## src/rtl/fft4_stream.sv

```systemverilog
// fft4_stream: streaming radix-4 DFT. Loads four complex samples, computes
// all four bins in a single cycle, then drains them in order k=0..3 under a
// valid/ready handshake on each side.
// Optional build macro FFT4_STREAM_INVERSE_EN adds the 'inv' port, which
// selects an unscaled inverse transform, captured once per frame on a0.
module fft4_stream #(
  parameter int W = 16
) (
  input  logic                clk,
  input  logic                rst_n,
`ifdef FFT4_STREAM_INVERSE_EN
  input  logic                inv,
`endif
  input  logic                in_valid,
  output logic                in_ready,
  input  logic signed [W-1:0] in_re,
  input  logic signed [W-1:0] in_im,
  output logic                out_valid,
  input  logic                out_ready,
  output logic signed [W+1:0] out_re,
  output logic signed [W+1:0] out_im,
  output logic [1:0]          out_idx,
  output logic                out_last
);

  localparam int XW = W + 2;

  typedef enum logic [1:0] {LOAD, CALC, DRAIN} state_t;

  state_t               state_reg, state_next;
  logic                 armed_reg;      // low for the cycle right after reset
  logic [1:0]           load_cnt_reg;
  logic [1:0]           drain_idx_reg;
  logic signed [W-1:0]  a_re_reg [4];
  logic signed [W-1:0]  a_im_reg [4];
  logic signed [XW-1:0] g_re_reg [4];
  logic signed [XW-1:0] g_im_reg [4];
  logic signed [XW-1:0] g_re_next [4];
  logic signed [XW-1:0] g_im_next [4];
  logic signed [XW-1:0] x_re [4];
  logic signed [XW-1:0] x_im [4];
  logic                 in_fire, out_fire;
`ifdef FFT4_STREAM_INVERSE_EN
  logic                 inv_reg;
`endif

  assign in_fire  = in_valid & in_ready;
  assign out_fire = out_valid & out_ready;

  // State register and the post-reset arming flag.
  always_ff @(posedge clk) begin
    if (!rst_n) begin
      state_reg <= LOAD;
      armed_reg <= 1'b0;
    end else begin
      state_reg <= state_next;
      armed_reg <= 1'b1;
    end
  end

  // Next-state decode and handshake flags.
  always_comb begin
    state_next = state_reg;
    in_ready   = 1'b0;
    out_valid  = 1'b0;
    case (state_reg)
      LOAD: begin
        in_ready = armed_reg;
        if (in_valid && armed_reg && load_cnt_reg == 2'd3) state_next = CALC;
      end
      CALC: state_next = DRAIN;
      DRAIN: begin
        out_valid = 1'b1;
        if (out_ready && drain_idx_reg == 2'd3) state_next = LOAD;
      end
      default: state_next = LOAD;
    endcase
  end

  // Sample capture in arrival order; the counter wraps to 0 on the fourth accept.
  always_ff @(posedge clk) begin
    if (!rst_n) begin
      load_cnt_reg <= 2'd0;
      for (int i = 0; i < 4; i++) begin
        a_re_reg[i] <= '0;
        a_im_reg[i] <= '0;
      end
    end else if (in_fire) begin
      load_cnt_reg           <= load_cnt_reg + 2'd1;
      a_re_reg[load_cnt_reg] <= in_re;
      a_im_reg[load_cnt_reg] <= in_im;
    end
  end

`ifdef FFT4_STREAM_INVERSE_EN
  // Direction is latched on the a0 handshake and held for the whole frame.
  always_ff @(posedge clk) begin
    if (!rst_n) begin
      inv_reg <= 1'b0;
    end else if (in_fire && load_cnt_reg == 2'd0) begin
      inv_reg <= inv;
    end
  end
`endif

  // Sign-extend every operand so all sums and differences are exact.
  generate
    for (genvar gi = 0; gi < 4; gi++) begin : g_ext
      assign x_re[gi] = {{2{a_re_reg[gi][W-1]}}, a_re_reg[gi]};
      assign x_im[gi] = {{2{a_im_reg[gi][W-1]}}, a_im_reg[gi]};
    end
  endgenerate

  // Two-stage radix-2 butterflies; the -j twiddle is a re/im swap with negation.
  always_comb begin
    logic signed [XW-1:0] b0_re, b0_im, b1_re, b1_im;
    logic signed [XW-1:0] b2_re, b2_im, b3_re, b3_im;
    b0_re = x_re[0] + x_re[2];
    b0_im = x_im[0] + x_im[2];
    b1_re = x_re[0] - x_re[2];
    b1_im = x_im[0] - x_im[2];
    b2_re = x_re[1] + x_re[3];
    b2_im = x_im[1] + x_im[3];
    b3_re = x_re[1] - x_re[3];
    b3_im = x_im[1] - x_im[3];
    g_re_next[0] = b0_re + b2_re;
    g_im_next[0] = b0_im + b2_im;
    g_re_next[1] = b1_re + b3_im;
    g_im_next[1] = b1_im - b3_re;
    g_re_next[2] = b0_re - b2_re;
    g_im_next[2] = b0_im - b2_im;
    g_re_next[3] = b1_re - b3_im;
    g_im_next[3] = b1_im + b3_re;
`ifdef FFT4_STREAM_INVERSE_EN
    // Inverse differs from forward only in the sign of the odd twiddle.
    if (inv_reg) begin
      g_re_next[1] = b1_re - b3_im;
      g_im_next[1] = b1_im + b3_re;
      g_re_next[3] = b1_re + b3_im;
      g_im_next[3] = b1_im - b3_re;
    end
`endif
  end

  // Bin registers load during CALC; the drain index advances per output handshake.
  always_ff @(posedge clk) begin
    if (!rst_n) begin
      drain_idx_reg <= 2'd0;
      for (int i = 0; i < 4; i++) begin
        g_re_reg[i] <= '0;
        g_im_reg[i] <= '0;
      end
    end else begin
      if (state_reg == CALC) begin
        for (int i = 0; i < 4; i++) begin
          g_re_reg[i] <= g_re_next[i];
          g_im_reg[i] <= g_im_next[i];
        end
      end
      if (out_fire) drain_idx_reg <= drain_idx_reg + 2'd1;
    end
  end

  // Output data is forced to zero whenever no bin is being presented.
  always_comb begin
    out_re   = '0;
    out_im   = '0;
    out_idx  = 2'd0;
    out_last = 1'b0;
    if (out_valid) begin
      out_re   = g_re_reg[drain_idx_reg];
      out_im   = g_im_reg[drain_idx_reg];
      out_idx  = drain_idx_reg;
      out_last = (drain_idx_reg == 2'd3);
    end
  end

endmodule
```

## config.mk

```make
export PLATFORM = sky130hd
export DESIGN_NAME = fft4_stream
export DESIGN_NICKNAME = d
export VERILOG_FILES = /design/src/rtl/fft4_stream.sv
export SDC_FILE = /design/constraint.sdc
export NUM_CORES = 1
export LEC_CHECK = 0
export CORE_UTILIZATION = 45
export DETAILED_ROUTE_END_ITERATION = 10
export HOLD_SLACK_MARGIN = 0.15
export PLACE_DENSITY_LB_ADDON = 0.15
export SLEW_MARGIN = 15
export SYNTH_ARGS = -nofsm -noshare
export SYNTH_HDL_FRONTEND = slang
export SYNTH_SLANG_ARGS = --single-unit
```

## constraint.sdc

```tcl
create_clock -name clk -period 8.49 [get_ports clk]
set_input_delay 0.849 -clock clk [delete_from_list [all_inputs] [get_ports clk]]
set_output_delay 0.849 -clock clk [all_outputs]
set_load 0.005 [all_outputs]
```

; Yosys cells after proc, flatten, opt, wreduce, memory -nomap -nowiden
; Memories as Yosys holds them, arrays and structs flattened. A register that Yosys moved wholly into a read port is not among the register bits.
; Cells that the tools add are included.
[op_classes]
n_mux = 35
bitwise = 10
n_eq_ne = 6
addsub = 18
n_reduce_logical = 7
[op_table]
columns = op, n
row1 = $mux W18, 10
row2 = $add A17 B17 Y18, 4
row3 = $sub A17 B17 Y18, 4
row4 = $add A16 B16 Y17, 4
row5 = $sub A16 B16 Y17, 4
row6 = $mux W16, 2
row7 = $reduce_or A16 Y1, 2
row8 = $mux W2, 9
row9 = $mux W1, 13
row10 = $or A1 B1 Y1, 8
row11 = $eq A2 B2 Y1 const B, 3
row12 = $pmux W2 S3, 1
row13 = $add A2 B1 Y2 const B, 2
row14 = $ne A2 B2 Y1 const B, 2
row15 = $logic_and A1 B1 Y1, 3
row16 = $and A1 B1 Y1, 2
row17 = $eq A2 B1 Y1 const B, 1
row18 = $logic_not A2 Y1, 1
row19 = $reduce_and A2 Y1, 1
[word_totals]
ramBits = 272
elab_cells = 84
register_bits = 7
memories = 4
output_inout_bits = 41
input_bits = 36
[memory_table]
columns = memory, words, width, rd, rd_ports_with_merged_regs, write_ports, line_no
row1 = g_im_reg, 4, 18, 1, 1, 4, 37  ; logic signed [XW-1:0] g_im_reg [4];
row2 = g_re_reg, 4, 18, 1, 1, 4, 36  ; logic signed [XW-1:0] g_re_reg [4];
row3 = a_im_reg, 4, 16, 4, 0, 4, 35  ; logic signed [W-1:0] a_im_reg [4];
row4 = a_re_reg, 4, 16, 4, 0, 4, 34  ; logic signed [W-1:0] a_re_reg [4];

; Logic depth before layout (Yosys ltp)
; Gate-level depths: netlist of run 1.
[depth]
word_depth = 8
depth_mapped = 19
depth_no_buf = 18

; Worst setup path before layout of run 1
; Ideal clock, no wire load.
[synth_path]
kind = input port to flip-flop
start = input rst_n
end = memory g_im_reg[0][0] (netlist name) (enable)
n_path_buf = 2
t_required_ps = 7966
stages = 3
setup_time_ps = 524
arrival_ps = 4404
setup_slack_ps = 3562
path_cell_list = clkbuf_1 clkbuf_1 nand2b_1
[synth_lines]
columns = element, line_no
row1 = start: declaration, 10  ; input logic rst_n,
row2 = end: declaration, 37

==> flow_summary.yaml, run 1 <==
floorplan:
  core_area_um2: 51800
  num_rows: 83
  die_area_um2: 53900
  start_util_pct: 46.0
  die_w_um: 232
  die_h_um: 232
  io_pins: 77
timing:
  setup_tns_ns: 0
  period_needed_ns: 4.82
  maxSlewHeadroom_pct: 24.4
  fin_skew_ns: 0.0236
  slew_violations: 0
  hold_violations: 0
  maxClockFrequency_mhz: 208
  post-route-period-util_pct: 56.7
  setup_viol: 0
  worst_pin_slew_ns: 1.13
  rsz0062_at_grt: "no"
global_route:
  grt-ovfl-total: 0
  grt_pass1_wl_mm: 106
  antenna_found_initial: 0
  grt_max_degree: 83
  grt_pass1_vias: 17600
  grt_use_total_pct: 25.7
cells_and_area:
  fill_cells: 4785
  area_growth_pct: 9.52
  final_nets: 2849
  layout-drive-gt1-share_pct: 5.40
  final_core_util_pct: 50.4
  post-route-cell-area_um2: 26100
  fin_cells: 3235
  n_antenna_cell: 0
critical_path:
  end_kind: "register"
  path_buf_inv: 0
  slowest_stage: "fa_1"
  critPathKind: "register to register"
  worstPathRequired_ns: 8.86
  critPathMaxStageDelay_ns: 0.41
  crit_fanout: 8
  crit_path_start_kind: "register"
  worstPathArrival_ns: 5.19
  path_cells: "ha_1, fa_1, nor2b_1, o21ai_0, a21boi_0, o21ai_0, nor2_1, nor2_1, xnor2_1, ha_1, a21o_1, a21o_1, a21oi_1, o41ai_1, and2_1, o21ai_0, mux2i_1"
  crit_family: "compound AO/OA/AOI/OAI gates"
  cp_common_cell: "o21ai_0"
placed_design:
  dpl-instance-area_um2: 25100
  dpl.hpwl_mm: 55.4
  portBuffers: 76
  place_inst: 3179
  place.gp.congestion: 1.03
synthesis:
  synth-seq-cells: 277
  seq_area_frac_synth_pct: 34.5
  synth_top_area_share_pct: 33.8
  yosysTopAreaCell: "edfxtp_1"
  synth_area_leaders: "edfxtp_1 (34%), ha_1 (14%), xnor2_1 (5.4%), and2_1 (4.0%), nor2_1 (3.9%)"
  yosysUniqueCellTypes: 79
  ys_warn_count: 0
  syn-num-nets: 2849
  async_flop_share_pct: 0
  syn-cell-area_um2: 23800
  synth-edff-count: 268
  netlist_instances: 2531
  syn_avg_cell_area_um2: 9.42
  synth-main-ff-cell: "edfxtp_1"
route:
  drc: 0
  drt-initial-drc-count: 1708
  drt_wl_total_mm: 69.4
  vias: 18700
  ant_nets: 0
  vias_per_cell: 5.78
  wl_per_cell_um: 21.5
  firstDrtPassIters: 5
pwr:
  switchingPower_mw: 2.08
  power.density_nw_per_um2: 202
  p_comb_share_pct: 44.2
  clock_power_share_pct: 25.7
  p_sw_share_pct: 39.5
  intPower_mw: 3.19
  peakVddDrop_mv: 0.147
  p_leak_nw: 10.8
  seqPwrFrac_pct: 30.1
clocking:
  cts.clk_slew.worst_paths_ns: 0.06
  tritoncts: "done"
  clock_latency_ns: 0.60
  numCtsBuffers: 30
  cts_sinks: 277
  hold_buffers: 0
  htree_levels: 1
  cts_root_buf: "clkbuf_16"
  cts_resized: 0
  postCtsSetupRepairBufs: 0
  ctsLongestPathBuffers: 3
run:
  cap_violations: 0
hold_path:
  hold_class: "register to register"
run_status:
  status: "finished clean"
[logic make-up after synthesis]
group | count (synthesis) | share of synthesized area (%)
fa+ha+maj | 282 | 15.3
buf+inv | 338 | 5.39
simple gates | 811 | 17.7
compound gates | 576 | 15.9
mux | 56 | 4.16
flops | 277 | 34.5
xor+xnor | 191 | 7.02
[area by class of cell]
cell class	instances	area (um^2)	area share, %
flip-flops and latches	277	8230	31.5
inverters	216	811	3.11
well taps	680	851	3.26
clock buffers	42	837	3.21
multi-input cells	1916	14400	55.0
repair buffers	90	861	3.30
clock inverters	14	164	0.628
[metrics by stage]
stage                     hold WS (ns)  setup WS [ns]  total power, mW
final                            0.534           3.67             5.27
after detailed placement         0.534           3.79             3.88
after floorplan                  0.475           3.56             3.23
after global routing             0.575           3.35             5.54
after CTS                        0.543           3.76             5.24
after global placement           0.496           3.84             3.87
[placed cells by master (no fill, tap or decap), drive strengths merged, types with 27 or more instances in the layout]
cell             n
o21bai          44
nand3           32
nor2b           45
inv            216
or3             27
nor2           248
nand2           81
a21oi          183
nor3            55
a21o            48
and2           151
mux4            34
clkbuf          42
ha             266
o21ai           96
and3            57
nand2b          41
xnor2          146
xor2            45
edfxtp         268
clkdlybuf4s50   75
[layer usage]
metal  vias up  track usage, %  wire length (um)
met5         -               0                 0
met1      8998            40.7             34400
met2       652            36.8             28500
met4         0            6.54              1730
li1       8960               -                 -
met3        86            2.43              4790
[worst min-delay path, stage by stage (launching register included)]
cell and delay, ns:
dfxtp_1 0.32, nand2_1 0.06, a21boi_0 0.10
[worst paths after layout]
check,start,to,slack [ns],depth (start not counted)
max reg2reg,a_im_reg[3][0],g_re_reg[1][15],3.67,17
min,drain_idx_reg[1],drain_idx_reg[1],0.53,2
max,a_im_reg[3][0],g_re_reg[1][15],3.67,17
min reg2reg,drain_idx_reg[1],drain_idx_reg[1],0.53,2
[power by group through the flow]
stage	combinational, mW	clock [mW]	sequential [mW]
3_3_place_gp	2.26	0	1.61
6_report	2.33	1.36	1.59
2_1_floorplan	1.63	0	1.60
5_1_grt	2.52	1.43	1.59
3_5_place_dp	2.26	0	1.61
4_1_cts	2.27	1.38	1.59
[Yosys cell counts (34+ instances only)]
cell type and n:
a21o_1 48, a21oi_1 183, and2_1 151, and3_1 57, clkbuf_1 103, edfxtp_1 268, ha_1 266, inv_1 214
mux4_2 34, nand2_1 81, nand2b_1 41, nor2_1 248, nor2b_1 45, nor3_1 55, o21ai_0 96, o21bai_1 44
xnor2_1 146, xor2_1 45
No activity file was read; power rests on OpenSTA's default activity.
==> run 2, diff against run 1 <==
Clock period 8.49 ns to 5 ns, I/O delays scaled along.
==> run 2 against run 1 <==
  * Non-clock buffer count increased by 25
  * Setup slack got worse by 3.3 ns
  * Global-route usage increased by 0.66 points
  * Flip-flop and latch count unchanged
  * Critical path type unchanged
  * Largest cell class unchanged
  * Largest power group unchanged
  * Highest routed layer unchanged
==> flow_summary.yaml, run 2 (same netlist as run 1, synthesis figures left out) <==
clocking:
  cts.clk_slew.worst_paths_ns: 0.06
  htree_levels: 2
  cts_sinks: 277
  ctsLongestPathBuffers: 3
  cts_root_buf: "clkbuf_16"
  clock_latency_ns: 0.55
  numCtsBuffers: 34
  tritoncts: "done"
run_status:
  status: "finished clean"
critical_path:
  end_kind: "register"
  timing.rr.start: "a_re_reg[2][1]"
  critPathMaxStageDelay_ns: 0.52
  worstPathArrival_ns: 4.88
  worstPathRequired_ns: 5.27
  crit_family: "compound AO/OA/AOI/OAI gates"
  r2r_end: "g_re_reg[0][17]"
  rr_worst_depth: 16
  crit_fanout: 6
  slowest_stage: "ha_1"
  path_buf_inv: 2
  reg2reg_slack_ns: 0.38
  crit_path_start_kind: "register"
  critPathKind: "register to register"
  path_cells: "inv_1, ha_1, nand2b_1, a21oi_1, o21ba_2, nor3_1, o41a_1, o31ai_1, xnor2_1, ha_1, inv_1, or3_1, o311ai_1, a21oi_1, o2111ai_1, a21oi_1"
  cp_common_cell: "a21oi_1"
route:
  drc: 0
  firstDrtPassIters: 5
  ant_nets: 0
  drt_wl_total_mm: 70.9
  vias: 18800
  vias_per_cell: 5.75
  wl_per_cell_um: 21.7
  drt-initial-drc-count: 1826
global_route:
  grt-ovfl-total: 0
  antenna_found_initial: 0
  grt_pass1_vias: 18000
  grt_use_total_pct: 26.4
  grt_max_degree: 91
  grt_pass1_wl_mm: 108
hold_path:
  hold_end: "armed_reg"
  hold_class: "input port to register"
  hold_path_depth: 1
  hold_start: "rst_n"
timing:
  fin_skew_ns: 0.0280
  maxClockFrequency_mhz: 217
  setup_viol: 0
  hold_violations: 0
  slew_violations: 0
  maxSlewHeadroom_pct: 22.4
  setup_tns_ns: 0
  period_needed_ns: 4.62
  post-route-period-util_pct: 92.3
  worst_pin_slew_ns: 1.15
  rsz0062_at_grt: "no"
placed_design:
  dpl.hpwl_mm: 57.5
  place.gp.congestion: 0.990
  portBuffers: 76
run:
  cap_violations: 0
floorplan:
  core_area_um2: 51800
  num_rows: 83
  die_w_um: 232
  io_pins: 77
  die_h_um: 232
  start_util_pct: 46.0
  die_area_um2: 53900
cells_and_area:
  n_antenna_cell: 0
  layout-drive-gt1-share_pct: 6.39
  fill_cells: 4824
  final_core_util_pct: 51.0
  final_cell_mix: "edfxtp_1 (268), ha_1 (266), nor2_1 (248)"
  regArea_um2: 8230
  area_growth_pct: 11.0
  multi_input_area_um2: 14400
  mostFrequentLayoutCell: "edfxtp_1"
  final_nets: 2878
pwr:
  peakVddDrop_mv: 0.235
  power.density_nw_per_um2: 349
  p_leak_nw: 11.0
## run 2: cell count changes in the layout (fill, tap and decap cells not counted), moves of 2 or more
cell / delta
clkinv_1: +5
inv_6: -2
clkinv_4: -2
buf_12: +2
clkbuf_16: +6
buf_4: +23
## run 2: how the worst max path moves through the flow
stage / start / endpoint / cells past startpoint
after floorplan: rst_n / g_im_reg[0][0] / 3
after global placement: a_re_reg[3][1] / g_im_reg[3][16] / 16
after detailed placement: a_im_reg[3][1] / g_im_reg[0][14] / 16
after CTS: a_re_reg[3][1] / g_im_reg[3][16] / 16
after global routing: a_re_reg[3][0] / g_re_reg[0][17] / 16
final: a_re_reg[2][1] / g_re_reg[0][17] / 16
## run 2: what timing repair did
| action | in CTS | in global routing |
|---|---|---|
| gates resized for setup | 0 | 2 |
| buffers inserted | 0 | 0 |
| endpoints found under the hold margin | 0 | 0 |
| setup endpoints to repair | 0 | 2 |
| hold buffers | 0 | 0 |
## run 2: report_power, final
part | total [mW] | switching (mW) | internal [mW]
sequential | 2.68 | 0.0482 | 2.64
combinational | 4.07 | 2.59 | 1.49
clock | 2.48 | 0.951 | 1.52
total | 9.23 | 3.58 | 5.65
## run 2: final cells by class
class,instances,share of cell area [%]
multi-input cells,1916,54.3
flip-flops and latches,277,31.1
repair buffers,115,4.06
clock buffers,47,3.72
well taps,680,3.22
inverters,216,3.07
clock inverters,13,0.511
## run 2: per-layer routing
layer / up-vias / wire, um / track usage, %
met5: - / 0 / 0
met4: 0 / 1270 / 5.61
met3: 68 / 3960 / 2.62
met2: 552 / 29400 / 38.7
met1: 9112 / 36300 / 41.3
li1: 9039 / - / -
## run 2: metrics by stage
step	power [mW]	area [um^2]	worst slack, ns	instances	hold slack (ns)
floorplan	5.49	23800	0.421	2531	0.475
global placement	6.70	25300	0.530	3204	0.492
detailed placement	6.68	25300	0.489	3204	0.523
CTS	9.17	26400	0.461	3264	0.294
global route	9.69	26400	0.0766	3264	0.306
finish	9.23	26400	0.383	3264	0.313
==> run 3, diff against run 2 <==
Settings changed: CTS_BUF_LIST set to sky130_fd_sc_hd__clkbuf_16.
==> run 3 against run 2 <==
  * Final area about the same
  * Global-route usage about the same
  * Count of clock-buffer cells in the layout fell by 10
  * Critical path type unchanged
  * Critical endpoint unchanged
  * Largest power group unchanged
==> flow_summary.yaml, run 3 (same netlist as run 1, synthesis figures left out) <==
run_status:
  status: "finished clean"
timing:
  period_needed_ns: 4.63
  setup_tns_ns: 0
  maxSlewHeadroom_pct: 21.1
  setup_viol: 0
  maxClockFrequency_mhz: 216
  rsz0062_at_grt: "no"
  hold_violations: 0
  post-route-period-util_pct: 92.7
  worst_pin_slew_ns: 1.17
  slew_violations: 0
  fin_skew_ns: 0.0267
route:
  vias: 18800
  firstDrtPassIters: 5
  ant_nets: 0
  drc: 0
  wl_per_cell_um: 21.7
  drt-initial-drc-count: 1799
  drt_wl_total_mm: 70.8
  vias_per_cell: 5.76
placed_design:
  place.gp.congestion: 0.990
  portBuffers: 76
  place_inst: 3204
  dpl.hpwl_mm: 57.5
critical_path:
  crit_fanout: 6
  cp_common_cell: "a21oi_1"
  worstPathArrival_ns: 4.90
  critPathKind: "register to register"
  path_cells: "inv_1, ha_1, nand2b_1, a21oi_1, o21ba_2, nor3_1, o41a_1, o31ai_1, xnor2_1, ha_1, inv_1, or3_1, o311ai_1, a21oi_1, o2111ai_1, a21oi_1"
  end_kind: "register"
  worstPathRequired_ns: 5.27
  crit_path_start_kind: "register"
  slowest_stage: "ha_1"
  critPathMaxStageDelay_ns: 0.52
clocking:
  numCtsBuffers: 34
  clock_latency_ns: 0.55
  cts_sinks: 277
  cts_root_buf: "clkbuf_16"
  tritoncts: "done"
  ctsLongestPathBuffers: 3
  htree_levels: 2
  postCtsSetupRepairBufs: 0
  cts.clk_slew.worst_paths_ns: 0.06
cells_and_area:
  final_nets: 2878
  n_antenna_cell: 0
  layout-drive-gt1-share_pct: 6.31
  fill_cells: 4827
  regArea_um2: 8230
  mostFrequentLayoutCell: "edfxtp_1"
  multi_input_area_um2: 14400
  fin_cells: 3264
  area_growth_pct: 10.9
  final_cell_mix: "edfxtp_1 (268), ha_1 (266), nor2_1 (248)"
global_route:
  grt_use_total_pct: 26.4
  grt_pass1_vias: 18000
  grt_max_degree: 91
  grt_pass1_wl_mm: 108
  grt-ovfl-total: 0
  antenna_found_initial: 0
floorplan:
  start_util_pct: 46.0
  die_area_um2: 53900
  core_area_um2: 51800
  die_h_um: 232
  die_w_um: 232
  num_rows: 83
  io_pins: 77
pwr:
  power.density_nw_per_um2: 347
  peakVddDrop_mv: 0.235
  p_leak_nw: 11.1
run:
  cap_violations: 0
hold_path:
  hold_class: "input port to register"
-- run 3: repair_timing --
action / CTS / global route
hold buffers: 0 / 0
setup endpoints to repair: 0 / 2
gates resized for setup: 0 / 2
hold endpoints to repair: 0 / 0
-- run 3: per-stage QoR --
stage	hold slack (ns)	power, mW	worst slack, ns	util (%)	area [um^2]
final	0.310	9.17	0.367	51.0	26400
after floorplan	0.475	5.49	0.421	-	23800
after global routing	0.306	9.64	0.0776	51.0	26400
after CTS	0.294	9.12	0.462	51.0	26400
after global placement	0.492	6.70	0.530	48.9	25300
after detailed placement	0.523	6.68	0.489	48.9	25300
-- run 3: report_power, final --
part	switching, mW	internal, mW	leakage (nW)
combinational	2.58	1.49	7.65
sequential	0.0483	2.64	2.84
clock	0.946	1.48	0.565
total	3.57	5.60	11.1
-- run 3: cell type report --
| class | count | area share [%] |
|---|---|---|
| Timing Repair Buffer | 115 | 4.06 |
| Inverter | 216 | 3.07 |
| Clock inverter | 23 | 0.653 |
| Clock buffer | 37 | 3.50 |
| Sequential cell | 277 | 31.1 |
| Tap cell | 680 | 3.22 |
| Multi-Input combinational cell | 1916 | 54.4 |
-- run 3: worst max-delay path, delay by kind of cell (launching register included) --
| kind | cells | cell delay (ns) |
|---|---|---|
| buf+inv | 2 | 0.21 |
| xor+xnor | 1 | 0.26 |
| simple gates | 3 | 0.59 |
| compound gates | 8 | 2.02 |
| fa+ha+maj | 2 | 0.82 |
| flops | 1 | 0.45 |
-- run 3: per-layer routing --
metal	vias to the layer above	track usage (%)	wire, um
met1	9104	41.3	36000
met4	0	5.61	1250
met3	67	2.62	4170
met5	-	0	0
met2	580	38.8	29400
li1	9041	-	-
-- run 3: final timing paths --
check | slack [ns] | endpoint | depth (start not counted) | startpoint
max reg2reg | 0.37 | g_re_reg[0][17] | 16 | a_re_reg[2][1]
max | 0.37 | g_re_reg[0][17] | 16 | a_re_reg[2][1]
min | 0.31 | armed_reg | 1 | rst_n
min reg2reg | 0.53 | register | 2 | drain_idx_reg[1]
